File: src/rtl/alloc_free_bitmap64_if.sv
// Allocator handshake bundle: staged-index grant channel plus the index-return channel.
// slave = allocator side, master = rename/alloc consumer side.
interface alloc_free_bitmap64_if;
  logic       out_vld;
  logic [5:0] out_idx;
  logic       out_rdy;
  logic       free_en;
  logic [5:0] free_idx;

  modport slave (
    output out_vld,
    output out_idx,
    input  out_rdy,
    input  free_en,
    input  free_idx
  );

  modport master (
    input  out_vld,
    input  out_idx,
    output out_rdy,
    output free_en,
    output free_idx
  );
endinterface

File: src/rtl/alloc_free_bitmap64.sv
// 64-entry free-list allocator: free bitmap, highest-free-bit finder and a one-deep staged index.
// Optional macro ALLOC_DBLFREE_CHK_EN drops double frees and raises a sticky err_dblfree.
module alloc_free_bitmap64 #(
  parameter logic [63:0] INIT_FREE = 64'hFFFF_FFFF_FFFF_FFFF,
  parameter logic [6:0]  LOW_WM    = 7'd4
) (
  input  logic                         clk,
  input  logic                         rst,
  input  logic                         flush,
  alloc_free_bitmap64_if.slave         bus,
  output logic [6:0]                   free_cnt,
  output logic                         free_low,
  output logic                         err_dblfree
);

  localparam logic [6:0] INIT_CNT = 7'($countones(INIT_FREE));
  localparam logic       INIT_LOW = (INIT_CNT <= LOW_WM);

  logic [63:0] bitmap_reg, bitmap_next;
  logic        out_vld_reg, out_vld_next;
  logic [5:0]  out_idx_reg, out_idx_next;
  logic [6:0]  free_cnt_reg, free_cnt_next;
  logic        free_low_reg;

  logic [5:0]  pick;
  logic        hasany;
  logic        load;
  logic [63:0] bitmap_after_load;
  logic        free_ok;
  logic        free_inc;
  logic [7:0]  cnt_sum;

  // Highest set bit wins: later iterations overwrite earlier ones.
  always_comb begin
    pick   = 6'd0;
    hasany = |bitmap_reg;
    for (int i = 0; i < 64; i++) begin
      if (bitmap_reg[i]) pick = 6'(i);
    end
  end

`ifdef ALLOC_DBLFREE_CHK_EN
  logic err_reg, err_next;
  logic dbl;
`endif

  always_comb begin
    load              = hasany & (~out_vld_reg | bus.out_rdy);
    bitmap_after_load = bitmap_reg & ~(load ? (64'd1 << pick) : 64'd0);
`ifdef ALLOC_DBLFREE_CHK_EN
    dbl      = bus.free_en & (bitmap_reg[bus.free_idx]
             | (out_vld_reg & (bus.free_idx == out_idx_reg) & ~bus.out_rdy)
             | (load & (bus.free_idx == pick)));
    free_ok  = bus.free_en & ~dbl;
    err_next = err_reg | dbl;
`else
    free_ok  = bus.free_en;
`endif
    // A free onto a bit that is still set after the load is idempotent; one that
    // collides with the pick re-sets the bit, which keeps the count net zero.
    free_inc    = free_ok & ~bitmap_after_load[bus.free_idx];
    bitmap_next = bitmap_after_load | (free_ok ? (64'd1 << bus.free_idx) : 64'd0);

    cnt_sum       = {1'b0, free_cnt_reg} - {7'd0, load} + {7'd0, free_inc};
    free_cnt_next = (cnt_sum > 8'd64) ? 7'd64 : cnt_sum[6:0];

    out_vld_next = out_vld_reg;
    out_idx_next = out_idx_reg;
    if (load) begin
      out_vld_next = 1'b1;
      out_idx_next = pick;
    end else if (out_vld_reg & bus.out_rdy) begin
      out_vld_next = 1'b0;
    end
  end

  always_ff @(posedge clk) begin
    if (rst | flush) begin
      bitmap_reg   <= INIT_FREE;
      out_vld_reg  <= 1'b0;
      out_idx_reg  <= 6'd0;
      free_cnt_reg <= INIT_CNT;
      free_low_reg <= INIT_LOW;
    end else begin
      bitmap_reg   <= bitmap_next;
      out_vld_reg  <= out_vld_next;
      out_idx_reg  <= out_idx_next;
      free_cnt_reg <= free_cnt_next;
      free_low_reg <= (free_cnt_next <= LOW_WM);
    end
  end

`ifdef ALLOC_DBLFREE_CHK_EN
  always_ff @(posedge clk) begin
    if (rst | flush) err_reg <= 1'b0;
    else             err_reg <= err_next;
  end
  assign err_dblfree = err_reg;
`else
  assign err_dblfree = 1'b0;
`endif

  assign bus.out_vld = out_vld_reg;
  assign bus.out_idx = out_idx_reg;
  assign free_cnt    = free_cnt_reg;
  assign free_low    = free_low_reg;

endmodule
File: src/flat_wrapper.sv
// flat-port wrapper written by rule: the top's interface ports become plain ports
module alloc_free_bitmap64_flat 
#(
  parameter logic [63:0] INIT_FREE = 64'hFFFF_FFFF_FFFF_FFFF,
  parameter logic [6:0]  LOW_WM    = 7'd4
)
  (clk, rst, flush, free_cnt, free_low, err_dblfree, bus_out_vld, bus_out_idx, bus_out_rdy, bus_free_en, bus_free_idx);
  alloc_free_bitmap64_if bus_i ();
  input  logic clk;
  input  logic rst;
  input  logic flush;
  output logic [6:0] free_cnt;
  output logic free_low;
  output logic err_dblfree;
  output wire logic [$bits(bus_i.out_vld)-1:0] bus_out_vld;
  output wire logic [$bits(bus_i.out_idx)-1:0] bus_out_idx;
  input wire logic [$bits(bus_i.out_rdy)-1:0] bus_out_rdy;
  input wire logic [$bits(bus_i.free_en)-1:0] bus_free_en;
  input wire logic [$bits(bus_i.free_idx)-1:0] bus_free_idx;
  assign bus_out_vld = bus_i.out_vld;
  assign bus_out_idx = bus_i.out_idx;
  assign bus_i.out_rdy = bus_out_rdy;
  assign bus_i.free_en = bus_free_en;
  assign bus_i.free_idx = bus_free_idx;
  alloc_free_bitmap64 #(.INIT_FREE(INIT_FREE), .LOW_WM(LOW_WM)) u_core (.clk(clk), .rst(rst), .flush(flush), .bus(bus_i), .free_cnt(free_cnt), .free_low(free_low), .err_dblfree(err_dblfree));
endmodule
File: config.mk
export PLATFORM = sky130hd
export DESIGN_NAME = alloc_free_bitmap64_flat
export DESIGN_NICKNAME = d
export VERILOG_FILES = /design/src/rtl/alloc_free_bitmap64_if.sv /design/src/rtl/alloc_free_bitmap64.sv /design/src/flat_wrapper.sv
export SDC_FILE = /design/constraint.sdc
export NUM_CORES = 1
export LEC_CHECK = 0
export BUFFER_PORTS_ARGS = -buffer_cell sky130_fd_sc_hd__buf_4
export CAP_MARGIN = 20
export CORE_MARGIN = 2
export CORE_UTILIZATION = 55
export DETAILED_ROUTE_END_ITERATION = 8
export PLACE_DENSITY = 0.73
export SYNTH_ARGS = -nofsm -noshare
export SYNTH_HDL_FRONTEND = slang
export SYNTH_SLANG_ARGS = --single-unit
File: constraint.sdc
create_clock -name clk -period 5.45 [get_ports clk]
set_input_delay 0 -clock clk [delete_from_list [all_inputs] [get_ports clk]]
set_output_delay 0 -clock clk [all_outputs]
set_load 0.02 [all_outputs]
---- After elaboration in Yosys (flattened, before gate mapping) ----
Index checks and enable logic that the tools add are counted.
word-level totals
  logic and storage cells ................. 94
  input bits .............................. 11
  output and inout port bits .............. 16
  register bits after elaboration ......... 79
operators by class
  multiplexer cells ....................... 70
  shift operators ......................... 2
  reduce and logical (&&, ||, !) cells .... 2
  bitwise logic cells ..................... 10
  add/subtract/negate cells ............... 2
  $lt $le $gt $ge ......................... 3
operators with widths
  kind                  count
  $mux 6                32
  $mux 64               2
  $shl 1x6->64 const A  2
  $mux 5                16
  $and 64x64->64        1
  $not 64->64           1
  $or 64x64->64         1
  $reduce_or 64->1      1
  $mux 4                8
  $mux 3                4
  $add 8x1->8           1
  $gt 8x7->1 const B    1
  $sub 7x1->8           1
  $le 7x3->1 const B    1
  $lt 6x7->1 const B    1
  $mux 7                1
  $bmux 1 s6            1
  $mux 1                4
  $mux 2                2
  $and 1x1->1           3
  $not 1->1             2
  $or 1x1->1            2
  $reduce_bool 2->1     1

---- Depth between registers and ports, before layout ----
Gate-level depths: netlist (run 1).
  depth after elaboration ................. 75
  gate-level depth with buffers ........... 26
  gate-level depth less buffers ........... 22

---- Worst setup path before layout (run 1) ----
Ideal clock, no wire load.
  path kind ............................... register to register
  start ................................... register u_core.bitmap_reg[11]
  end ..................................... register u_core.free_low_reg (netlist: u_core.free_low)
  clock period less this slack ............ 4486 ps
  buffers on the path ..................... 2
  setup slack ............................. 964 ps
  arrival time ............................ 4421 ps
  required time ........................... 5385 ps
  setup time .............................. 65 ps
  stages on the path, launching flop included .. 25
  cell sequence ........................... dfxtp_1 buf_6 or4_4 o2111a_1 o21ai_2 a21o_1 buf_6 nand2b_4 o31a_1 a22o_1 nor4_2 a2111oi_1 o32ai_1 ha_1 inv_1 fa_1 inv_1 a21oi_1 o21bai_1 a21oi_1 nor2_1 nor2_1 xnor2_1 or2_2 nor2_1
on the way
  longest elaborated chain between the ends .. 65
  elaborated cells between the ends (all ways) .. 68
  those cells by class .................... add/sub: 2; order compare: 2; shift: 1; mux: 57; bitwise: 5; reduce/logical: 1
RTL lines
  element                       line                       RTL
  start, declared               alloc_free_bitmap64.sv:19  logic [63:0] bitmap_reg, bitmap_next;
  start signal, assigned        alloc_free_bitmap64.sv:85  bitmap_reg <= bitmap_next;
  $mux 4 (5 in series)          alloc_free_bitmap64.sv:38  if (bitmap_reg[i]) pick = 6'(i);
  $mux 5 (16 in series)         alloc_free_bitmap64.sv:38
  $mux 6 (32 in series)         alloc_free_bitmap64.sv:38
  $shl 1x6->64                  alloc_free_bitmap64.sv:49  bitmap_after_load = bitmap_reg & ~(load ? (64'd1 << pick) : 64'd0);
  $mux 64                       alloc_free_bitmap64.sv:49
  $not 64->64                   alloc_free_bitmap64.sv:49
  $and 64x64->64                alloc_free_bitmap64.sv:49
  $bmux 1 s6                    alloc_free_bitmap64.sv:61  free_inc = free_ok & ~bitmap_after_load[bus.free_idx];
  $mux 1 (implied by the code)  alloc_free_bitmap64.sv:61
  $not 1->1                     alloc_free_bitmap64.sv:61
  $and 1x1->1                   alloc_free_bitmap64.sv:61
  $add 8x1->8 *                 alloc_free_bitmap64.sv:64  cnt_sum = {1'b0, free_cnt_reg} - {7'd0, load} + {7'd0, free_inc};
  $gt 8x7->1                    alloc_free_bitmap64.sv:65  free_cnt_next = (cnt_sum > 8'd64) ? 7'd64 : cnt_sum[6:0];
  $mux 7 *                      alloc_free_bitmap64.sv:65
  $le 7x3->1 *                  alloc_free_bitmap64.sv:89  free_low_reg <= (free_cnt_next <= LOW_WM);
  end signal, assigned          alloc_free_bitmap64.sv:89
  end, declared                 alloc_free_bitmap64.sv:23  logic free_low_reg;
Mark *: on every way between the ends. The rest lies on a longest branch, timed or not. The select of a mux whose other input is x is not followed.
A chain may end at the register's enable or synchronous reset.

---- Worst setup path after layout (run 1) ----
  start ................................... register u_core.bitmap_reg[9]
  end ..................................... register u_core.free_low_reg (netlist: u_core.free_low)
on the way
  longest elaborated chain between the ends .. 67
  elaborated cells between the ends (all ways) .. 70
  those cells by class .................... add/sub: 2; order compare: 2; shift: 1; mux: 59; bitwise: 5; reduce/logical: 1
RTL lines
  element                       line
  $mux 4 (7 in series)          alloc_free_bitmap64.sv:38
  $mux 5 (16 in series)         alloc_free_bitmap64.sv:38
  $mux 6 (32 in series)         alloc_free_bitmap64.sv:38
  $shl 1x6->64                  alloc_free_bitmap64.sv:49
  $mux 64                       alloc_free_bitmap64.sv:49
  $not 64->64                   alloc_free_bitmap64.sv:49
  $and 64x64->64                alloc_free_bitmap64.sv:49
  $bmux 1 s6                    alloc_free_bitmap64.sv:61
  $mux 1 (implied by the code)  alloc_free_bitmap64.sv:61
  $not 1->1                     alloc_free_bitmap64.sv:61
  $and 1x1->1                   alloc_free_bitmap64.sv:61
  $add 8x1->8 *                 alloc_free_bitmap64.sv:64
  $gt 8x7->1                    alloc_free_bitmap64.sv:65
  $mux 7 *                      alloc_free_bitmap64.sv:65
  $le 7x3->1 *                  alloc_free_bitmap64.sv:89
Marks and branches as above.

==> results by group, run 1 <==
Timing
  • Hold Vio Cnt, Final: 0
  • Max Slew Vio Count: 0
  • Slew @ Worst Pin: 1.01 ns
  • Fin Setup TNS: 0 ns
  • Final period util: 97.5%
  • # setup viols final: 0
  • Highest clock rate: 0.188 GHz
  • Setup Skew: 0.0169 ns
  • Final Critical Period: 5.31 ns
  • Slew HR: 32.8%
  • Unrepaired setup endpoints after global routing: false
  • Fin Hold WS: 0.155 ns

Yosys
  • Library cells used by synthesis: 81
  • Cells after synthesis: 715
  • Largest area contributor in the netlist: dfxtp_1
  • Yosys top cell area share: 28.6%
  • Post-synth top flop: dfxtp_1
  • Post-synth EDFFs: 0
  • Post-Syn Nets: 735
  • Synth Cell Area: 5540 um2
  • Sequential cell area fraction in the yosys report: 28.6%
  • Top post-synthesis cells by area: dfxtp_1 29%, o211ai_1 7.2%, nor2_1 5.2%, o21ai_0 4.1%, nand2_1 3.3%
  • Yosys Warn Count: 0
  • Ys async rst share: 0%
  • Number of synthesized register bits: 79
  • Syn Area/Cell: 7.74 um2

Routing
  • Post-DR vias/cell: 7.38
  • Post-route ant nets: 0
  • Detailed Route Iter0 Violations: 927
  • First-pass detailed-route iteration total: 8
  • Via count: 6,591
  • Residual DRC count: 0
  • WL per Instance: 25.7 um
  • Post-Route WL: 22.9 mm

Power
  • LEAKAGE: 2.34 nW
  • PwrDens: 265 nW/um2
  • VDD IR max: 0.000464 V

Hold path
  • Hold WC Path Type: input pin to flip-flop

Global route
  • Antenna violations before repair: 0
  • Global route overflow: 0
  • Vias in the first global route: 6,128
  • First-pass GRT wire length: 35.0 mm
  • GR Util All Layers: 41.5%
  • Largest net degree at the start of global routing: 48

Clock tree
  • Root buffer cell: clkbuf_8
  • CTS buffer count: 9
  • Clock-pin transition on the worst setup and hold timing paths: 0.10 ns
  • Clock sink count: 79
  • TritonCTS clock tree: yes
  • CTS max path bufs: 2
  • Clk_lat worst skew: 0.40 ns
  • Htree depth: 3

Worst setup path
  • Crit Path Max Fanout: 8
  • Required @ worst endpoint: 5.78 ns
  • CP Class: flip-flop to flip-flop
  • CP Launch Type: flip-flop
  • Setup crit end kind: flip-flop
  • Crit path DAT: 5.64 ns

Cells and area
  • # fillers: 855
  • Layout cells sized above 1: 20.1%
  • Diodes inserted: 0
  • Number of flip-flops under the largest register name: 64
  • Synth-to-layout area growth: 17.7%
  • Final #Nets: 775
  • Commonest non-fill, non-tap cells in the layout: 76 x dfxtp_1, 73 x nor2_1, 72 x buf_4
  • Final core occ: 66.7%
  • Commonest non-fill, non-tap cell in the layout: dfxtp_1

Outcome
  • Status: finished clean

Placed design
  • Port-buffer cells: 25
  • Post-DP HPWL: 16.3 mm
  • GPL Wtd Cong: 1.03

Floorplan
  • Starting Density: 56.6%
  • Die Span Y: 104 um
  • Die width: 104 um
  • Core area: 9770 um2
  • FP Rows: 36
  • IO Pins: 27
  • DIE AREA: 10,900 um2

Flow run
  • Max_cap viols: 0
## metrics by stage
step	instances	total power, mW	setup WS [ns]	area, um2
2_1_floorplan	715	1.01	0.964	5540
3_5_place_dp	870	1.20	-0.411	6010
6_report	893	1.72	0.135	6520
4_1_cts	886	1.69	0.0624	6260
3_3_place_gp	870	1.18	-0.209	6010
5_1_grt	893	1.80	0.00116	6520
## path summary, 6_finish.rpt
kind	from	endpoint	slack, ns	cells past startpoint
worst max register to register	u_core.bitmap_reg[9]$_SDFF_PP1_	u_core.free_low$_SDFF_PP0_	0.14	24
worst max-delay path	u_core.bitmap_reg[9]$_SDFF_PP1_	u_core.free_low$_SDFF_PP0_	0.14	24
worst min register to register	u_core.bus.out_idx[5]$_SDFFE_PP0P_	u_core.bus.out_idx[5]$_SDFFE_PP0P_	0.50	2
worst min-delay path	rst	u_core.bitmap_reg[44]$_SDFF_PP1_	0.16	4
## critical path, cell delays in order, from the launching register on
cell and delay (ns):
dfxtp_2 0.37, or4_4 0.56, o211ai_1 0.44, a211oi_2 0.18, nand2b_2 0.27, or3_4 0.43
buf_4 0.16, o31ai_2 0.23, a32oi_1 0.14, o311ai_0 0.14, a211oi_1 0.10, buf_4 0.17
o32ai_2 0.16, ha_2 0.24, inv_1 0.06, fa_1 0.43, inv_1 0.07, a21oi_1 0.06
o21bai_1 0.21, a21oi_1 0.11, nor2_1 0.10, nor2_1 0.06, xnor2_1 0.13, or2_2 0.31
nor2_1 0.12
## synth_stat cells, drive strengths merged, types with 14 or more instances
library cell / instances
a211oi: 14
a21oi: 33
buf: 18
clkbuf: 28
dfxtp: 79
inv: 32
nand2: 49
nand3: 19
nor2: 77
nor3: 24
nor4: 20
o211ai: 53
o21ai: 50
o311ai: 17
o31ai: 23
## metal layers
metal | track usage, % | routed length, um | vias up
met5 | 0 | 0 | -
met4 | 23.6 | 1460 | 0
met3 | 11.5 | 3010 | 127
met2 | 60.3 | 9680 | 563
met1 | 54.9 | 8780 | 3053
li1 | - | - | 2848
## power breakdown
group	internal (mW)	switching, mW	leakage [nW]
Clock	0.258	0.247	0.105
Sequential	0.604	0.0248	0.640
Combinational	0.247	0.344	1.59
Total	1.11	0.616	2.34
## final cells by class
type / instances / area [um2] / area share (%)
well taps: 133 / 166 / 2.55
inverters: 34 / 128 / 1.96
clock inverters: 7 / 97.6 / 1.50
flip-flops and latches: 79 / 1590 / 24.3
repair buffers: 75 / 592 / 9.08
clock buffers: 9 / 124 / 1.90
multi-input cells: 556 / 3830 / 58.7
## timing repair
action,in CTS,in global routing
setup buffers,0,7
endpoints found under the setup margin,8,8
pin swaps,1,8
hold buffers,0,0
gates resized for setup,6,49
## cell families after synthesis
family	share of synthesized area, %
buffers and inverters	6.46
and+or+nand+nor	25.9
AOI/OAI and AO/OA	34.4
muxes	1.27
DFF	28.6
adders and majority gates	2.17
other	0.0677
xor gates and xnor gates	1.11
Power figures use the tool's default switching activity.
==> inputs of run 2 (changes only) <==
ABC_AREA = 1   (was default)
==> results by group, run 2 <==
Routing
  • Post-Route WL: 21.6 mm (-5.6%)
  • Post-DR vias/cell: 5.97 (-19%)
  • Via count: 6,702 (+1.7%)
  • WL per Instance: 19.3 um (-25%)
  • Detailed Route Iter0 Violations: 783 (-16%)
  • First-pass detailed-route iteration total: 8 (unchanged)
  • Residual DRC count: 0 (unchanged)
  • Post-route ant nets: 0 (unchanged)

Floorplan
  • Starting Density: 56.7% (+0.068 points)
  • Core area: 9280 um2 (-5.0%)
  • Die Span Y: 102 um (-2.4%)
  • Die width: 102 um (-2.4%)
  • FP Rows: 35 (-2.8%)
  • DIE AREA: 10,400 um2 (-4.7%)
  • IO Pins: 27 (unchanged)

Timing
  • Hold Vio Cnt, Final: 0 (unchanged)
  • Highest clock rate: 0.150 GHz (-20%)
  • Max Slew Vio Count: 0 (unchanged)
  • # setup viols final: 8 (+8)
  • Final Critical Period: 6.68 ns (+1.37 ns)
  • Slew HR: 26.7% (-6.1 points)
  • Unrepaired setup endpoints after global routing: true
  • Setup WS post-layout: -1.23 ns (-1.37 ns)
  • Final period util: 123% (+25 points)
  • Slew @ Worst Pin: 1.10 ns (+0.0900 ns)
  • Setup Skew: 0.00998 ns (-0.00696 ns)

Yosys
  • Synth Cell Area: 5270 um2 (-4.9%)
  • Largest area contributor in the netlist: dfxtp_1
  • Ys async rst share: 0% (unchanged)
  • Post-synth top flop: dfxtp_1
  • Number of synthesized register bits: 79 (unchanged)
  • Post-Syn Nets: 879 (+20%)
  • Sequential cell area fraction in the yosys report: 30.0% (+1.5 points)
  • Cells after synthesis: 859 (+20%)
  • Yosys Warn Count: 0 (unchanged)
  • Most frequent cell after synthesis: nand2_1
  • Syn Area/Cell: 6.13 um2 (-21%)
  • Top post-synthesis cells by area: dfxtp_1 30%, nand2_1 16%, nand3_1 13%, inv_1 7.7%, nor2_1 7.2%
  • Most common library cells after synthesis: 222 x nand2_1, 137 x nand3_1, 108 x inv_1, 101 x nor2_1, 79 x dfxtp_1
  • Yosys top cell area share: 30.0% (+1.5 points)
  • Library cells used by synthesis: 39 (-52%)
  • Post-synth EDFFs: 0 (unchanged)

Clock tree
  • Htree depth: 3 (unchanged)
  • Clk_lat worst skew: 0.38 ns (-0.02 ns)
  • CTS max path bufs: 2 (unchanged)
  • Root buffer cell: clkbuf_8
  • TritonCTS clock tree: yes
  • CTS buffer count: 9 (unchanged)
  • Clock sink count: 79 (unchanged)
  • Clock-pin transition on the worst setup and hold timing paths: 0.09 ns (about the same)

Worst setup path
  • Slowest-stage cell, CP: fa_2
  • Crit path from: u_core.bitmap_reg[2]$_SDFF_PP1_
  • Crit path DAT: 7.00 ns (+1.36 ns)
  • CP most frequent cell: nand2_1
  • CP Launch Type: flip-flop
  • CP Class: flip-flop to flip-flop
  • Max incr delay on CP: 0.38 ns (-0.18 ns)
  • Crit Path Max Fanout: 4 (-4)
  • Required @ worst endpoint: 5.77 ns (about the same)
  • Worst r2r src: u_core.bitmap_reg[2]$_SDFF_PP1_
  • Setup crit end kind: flip-flop

Power
  • LEAKAGE: 3.50 nW (+50%)
  • VDD IR max: 0.000574 V (+24%)
  • PwrDens: 279 nW/um2 (+5.3%)

Cells and area
  • Number of flip-flops under the largest register name: 64 (unchanged)
  • Final #Nets: 1,008 (+30%)
  • Commonest non-fill, non-tap cells in the layout: 214 x nand2_1, 148 x buf_4, 128 x nand3_1
  • Layout cells sized above 1: 23.5% (+3.3 points)
  • Synth-to-layout area growth: 29.8%
  • Commonest non-fill, non-tap cell in the layout: nand2_1
  • Final core occ: 73.6% (+6.9 points)
  • Diodes inserted: 0 (unchanged)

Global route
  • Vias in the first global route: 6,533 (+6.6%)
  • GR Util All Layers: 43.0% (+1.5 points)
  • Global route overflow: 0 (unchanged)
  • First-pass GRT wire length: 33.7 mm (-3.6%)
  • Largest net degree at the start of global routing: 53 (+10%)
  • Antenna violations before repair: 0 (unchanged)

Hold path
  • Hold WC Path Type: input pin to flip-flop
  • Min-delay src: bus_free_idx[4]

Outcome
  • Failing checks: negative setup slack
  • Status: finished, violations left

Placed design
  • Post-DP HPWL: 15.4 mm (-5.5%)
  • Pre-CTS WS: -1.14 ns (-0.728 ns)
  • Port-buffer cells: 25 (unchanged)
  • GPL Wtd Cong: 1.04 (+1.2%)

Flow run
  • Max_cap viols: 0 (unchanged)
[run 2: cell count changes in the layout (fill, tap and decap cells not counted), moves of 18 or more]
| cell | change |
|---|---|
| a22oi_1 | +39 |
| buf_4 | +76 |
| inv_1 | +73 |
| nand2_1 | +166 |
| nand3_1 | +112 |
| nor2_1 | +18 |
| o211ai_1 | -50 |
| o21ai_0 | -36 |
[run 2: final timing paths]
kind | to | slack [ns] | cells past startpoint
worst max-delay path | u_core.free_cnt[2]$_SDFF_PP0_ | -1.23 | 86
worst min-delay path | u_core.bitmap_reg[44]$_SDFF_PP1_ | 0.21 | 4
worst max register to register | u_core.free_cnt[2]$_SDFF_PP0_ | -1.23 | 86
worst min register to register | u_core.bitmap_reg[44]$_SDFF_PP1_ | 0.51 | 2
[run 2: repair_timing]
action | CTS | global route
hold endpoints to repair | 1 | 0
hold buffers | 1 | 0
pin swaps | 13 | 10
endpoints found under the setup margin | 8 | 11
buffers inserted | 26 | 3
resized for setup | 27 | 17
[run 2: kinds of logic (layout without fill, tap and decap cells)]
family	Yosys count	count (layout)	share of synthesized area [%]
AO/OA/AOI/OAI	93	93	11.8
XOR/XNOR	6	6	0.998
adder cells (fa/ha/maj)	9	9	2.28
buffers and inverters	151	285	11.5
flip-flops	79	79	30.0
other	1	1	0.0712
AND/OR/NAND/NOR	520	520	43.4
[run 2: metal layers]
| layer | part of all wire [%] | GRT usage [%] | vias up | wire length, um |
|---|---|---|---|---|
| li1 | - | - | 3058 | - |
| met1 | 38 | 52.0 | 3032 | 8200 |
| met2 | 44 | 68.4 | 487 | 9490 |
| met3 | 12 | 11.8 | 125 | 2550 |
| met4 | 6.5 | 25.5 | 0 | 1400 |
| met5 | 0 | 0 | - | 0 |
[run 2: power breakdown]
part | internal, mW | switching [mW] | leakage, nW
logic | 0.333 | 0.501 | 2.76
registers | 0.605 | 0.0227 | 0.641
clock network | 0.203 | 0.240 | 0.0946
total | 1.14 | 0.764 | 3.50
[run 2: stage by stage]
stage	instance area (um2)	hold WS (ns)	power, mW	std cells	setup TNS (ns)
floorplan	5300	0.177	1.10	859	0
global placement	6370	0.351	1.33	1093	-7.30
detailed placement	6370	0.370	1.36	1093	-8.50
CTS	6870	0.184	1.80	1136	-8.48
global route	6840	0.251	1.99	1122	-16.16
finish	6840	0.209	1.90	1122	-9.44
[run 2: worst max-delay path, delay by kind of cell, from the launching register on]
kind | cells | cell delay (ns)
xor gates and xnor gates | 1 | 0.09
AOI/OAI and AO/OA | 1 | 0.18
adders and majority gates | 2 | 0.58
buffers and inverters | 4 | 0.27
DFF | 1 | 0.33
and+or+nand+nor | 78 | 5.18
[run 2: layout make-up]
type / instances / area, um2
clock buffers: 12 / 165
inverters: 115 / 432
repair buffers: 154 / 1180
fillers: 806 / 2450
clock inverters: 4 / 28.8
flip-flops and latches: 79 / 1580
multi-input cells: 629 / 3290
well taps: 129 / 161
==> inputs of run 3 (changes only) <==
CAP_MARGIN = default   (was 20)
CELL_PAD_IN_SITES_DETAIL_PLACEMENT = 0   (was default)
CELL_PAD_IN_SITES_GLOBAL_PLACEMENT = 1   (was default)
CORE_UTILIZATION = 44   (was 55)
PLACE_DENSITY = default   (was 0.73)
PLACE_DENSITY_LB_ADDON = 0.1   (was default)
==> results by group, run 3 (synthesis gave the netlist of run 2 again) <==
Cells and area
  • Final #Nets: 1,032 (+2.4%)
  • Design Area, Final: 7330 um2 (+7.2%)
  • Commonest non-fill, non-tap cell in the layout: nand2_1
  • Number of flip-flops under the largest register name: 64 (unchanged)
  • # fillers: 1,107 (+37%)
  • Commonest non-fill, non-tap cells in the layout: 211 x nand2_1, 163 x buf_4, 113 x nand3_1
  • Diodes inserted: 0 (unchanged)
  • Layout cells sized above 1: 27.1% (+3.6 points)
  • Synth-to-layout area growth: 39.1%

Floorplan
  • FP Rows: 39 (+11%)
  • Starting Density: 45.5% (-11 points)
  • Die width: 113 um (+11%)
  • Die Span Y: 113 um (+11%)
  • DIE AREA: 12,900 um2 (+24%)
  • Core area: 11,600 um2 (+25%)
  • IO Pins: 27 (unchanged)

Clock tree
  • Htree depth: 3 (unchanged)
  • Clock-pin transition on the worst setup and hold timing paths: 0.07 ns (-0.02 ns)
  • Clock sink count: 79 (unchanged)
  • Clk_lat worst skew: 0.35 ns (-0.03 ns)
  • Root buffer cell: clkbuf_16
  • CTS buffer count: 9 (unchanged)
  • TritonCTS clock tree: yes
  • CTS max path bufs: 2 (unchanged)

Routing
  • Post-Route WL: 22.4 mm (+3.5%)
  • Detailed Route Iter0 Violations: 910 (+16%)
  • First-pass detailed-route iteration total: 6 (-2)
  • Post-route ant nets: 0 (unchanged)
  • Via count: 6,686 (-0.24%)
  • Post-DR vias/cell: 5.77 (-3.4%)
  • Residual DRC count: 0 (unchanged)
  • WL per Instance: 19.3 um (+0.18%)

Power
  • Combinational power share: 38.8% (-5.0 points)
  • Total power: 2.12 mW (+11%)
  • Net Sw Frac: 35.9% (-4.2 points)
  • PwrDens: 289 nW/um2 (+3.7%)
  • VDD IR max: 0.000565 V (-1.6%)
  • LEAKAGE: 3.72 nW (+6.4%)
  • P_sw: 760 uW (-0.51%)
  • Flop pwr share: 29.7% (-3.2 points)
  • Design internal power: 1.36 mW (+19%)
  • Clock share of power: 31.5% (+8.2 points)

Worst setup path
  • Setup crit end kind: flip-flop
  • Crit Path Max Fanout: 3 (-1)
  • Required @ worst endpoint: 5.73 ns (-0.04 ns)
  • CP bufs+invs: 24 (+20)
  • CP delay by family, top: simple AND/OR/NAND/NOR gates
  • R2r setup slk: -1.17 ns (+0.06 ns)
  • Slowest-stage cell, CP: dfxtp_2
  • CP most frequent cell: nand2_1
  • Max incr delay on CP: 0.33 ns (-0.05 ns)
  • CP Class: flip-flop to flip-flop
  • CP Launch Type: flip-flop
  • Crit path DAT: 6.90 ns (-0.10 ns)

Global route
  • Vias in the first global route: 6,446 (-1.3%)
  • Global route overflow: 0 (unchanged)
  • First-pass GRT wire length: 35.1 mm (+4.1%)
  • Antenna violations before repair: 1 (+1)
  • Largest net degree at the start of global routing: 53 (unchanged)
  • GR Util All Layers: 35.8% (-7.1 points)

Placed design
  • GPL Wtd Cong: 1.03 (-0.79%)
  • Post-DP HPWL: 15.6 mm (+1.4%)
  • Port-buffer cells: 25 (unchanged)
  • Cell Area, Placed: 6390 um2 (+0.39%)

Timing
  • Highest clock rate: 0.151 GHz (+0.87%)
  • Final Critical Period: 6.62 ns (-0.0576 ns)
  • Setup Skew: 0.0104 ns (+0.000461 ns)
  • # setup viols final: 9 (+1)
  • Unrepaired setup endpoints after global routing: true
  • Hold Vio Cnt, Final: 0 (unchanged)
  • Max Slew Vio Count: 0 (unchanged)
  • Slew HR: 33.0% (+6.3 points)
  • Final period util: 122% (-1.1 points)
  • Slew @ Worst Pin: 1.00 ns (-0.0943 ns)
  • Setup WS post-layout: -1.17 ns (+0.0576 ns)

Outcome
  • Failing checks: negative setup slack
  • Status: finished, violations left

Hold path
  • Hold WC Path Type: input pin to flip-flop

Flow run
  • Max_cap viols: 0 (unchanged)
==> run 3: cell count changes in the layout (fill, tap and decap cells not counted), moves of 3 or more <==
cell | before | now
buf_6 | 5 | 11
buf_4 | 148 | 163
nand3_1 | 128 | 113
buf_12 | 0 | 3
clkbuf_16 | 0 | 9
nand2_1 | 214 | 211
nor2_2 | 13 | 10
clkbuf_8 | 12 | 1
nand2_2 | 8 | 12
nand3_2 | 11 | 24
nor2_4 | 10 | 14
==> run 3: stage by stage <==
| stage | setup slack [ns] | utilization [%] | TNS, ns | hold WS [ns] | std cells |
|---|---|---|---|---|---|
| detailed placement | -1.20 | 55.3 | -8.89 | 0.360 | 1103 |
| finish | -1.17 | 63.3 | -9.43 | 0.240 | 1159 |
| CTS | -1.04 | 63.1 | -9.59 | 0.205 | 1168 |
| global route | -1.87 | 63.3 | -16.50 | 0.234 | 1159 |
| global placement | -1.16 | 55.3 | -8.65 | 0.346 | 1103 |
| floorplan | 0.000870 | - | 0 | 0.177 | 859 |
==> run 3: per-layer routing <==
layer,track usage (%),part of all wire [%],up-vias
met5,0,0,-
met4,22.0,6.2,0
met3,4.84,10,96
met2,54.2,43,415
met1,48.5,40,3065
li1,-,-,3110
==> run 3: worst register-to-register path, delay by kind of cell, from the launching register on <==
kind	cells	cell delay, ns
and+or+nand+nor	65	3.36
buffers and inverters	24	2.87
DFF	1	0.33
==> run 3: power groups by stage <==
stage	sequential, mW	clock (mW)	combinational (mW)
detailed placement	0.640	0	0.713
CTS	0.627	0.670	0.748
finish	0.628	0.667	0.822
global placement	0.639	0	0.706
floorplan	0.667	0	0.430
global route	0.632	0.691	0.906
==> run 3: what timing repair did <==
item | 4_1_cts | 5_1_grt
hold buffers | 1 | 0
setup buffers | 49 | 4
gates resized for setup | 50 | 25
pin swaps | 19 | 17
hold endpoints to repair | 1 | 0
endpoints found under the setup margin | 8 | 10
==> run 3: path summary, 6_finish.rpt <==
kind,from,endpoint,cells past startpoint
hold reg to reg,u_core.bitmap_reg[16]$_SDFF_PP1_,u_core.bitmap_reg[16]$_SDFF_PP1_,2
setup / recovery,u_core.bitmap_reg[2]$_SDFF_PP1_,u_core.bitmap_reg[5]$_SDFF_PP1_,89
hold / removal,bus_free_idx[4],u_core.bitmap_reg[36]$_SDFF_PP1_,4
setup reg to reg,u_core.bitmap_reg[2]$_SDFF_PP1_,u_core.bitmap_reg[5]$_SDFF_PP1_,89
==> run 3: cell type report <==
cell class / instances / area [um2] / share of cell area [%]
Multi-Input combinational cell: 629 / 3400 / 46.4
Sequential cell: 79 / 1590 / 21.6
Timing Repair Buffer: 178 / 1420 / 19.4
Inverter: 115 / 432 / 5.89
Clock buffer: 11 / 243 / 3.31
Tap cell: 143 / 179 / 2.44
Clock inverter: 4 / 70.1 / 0.956
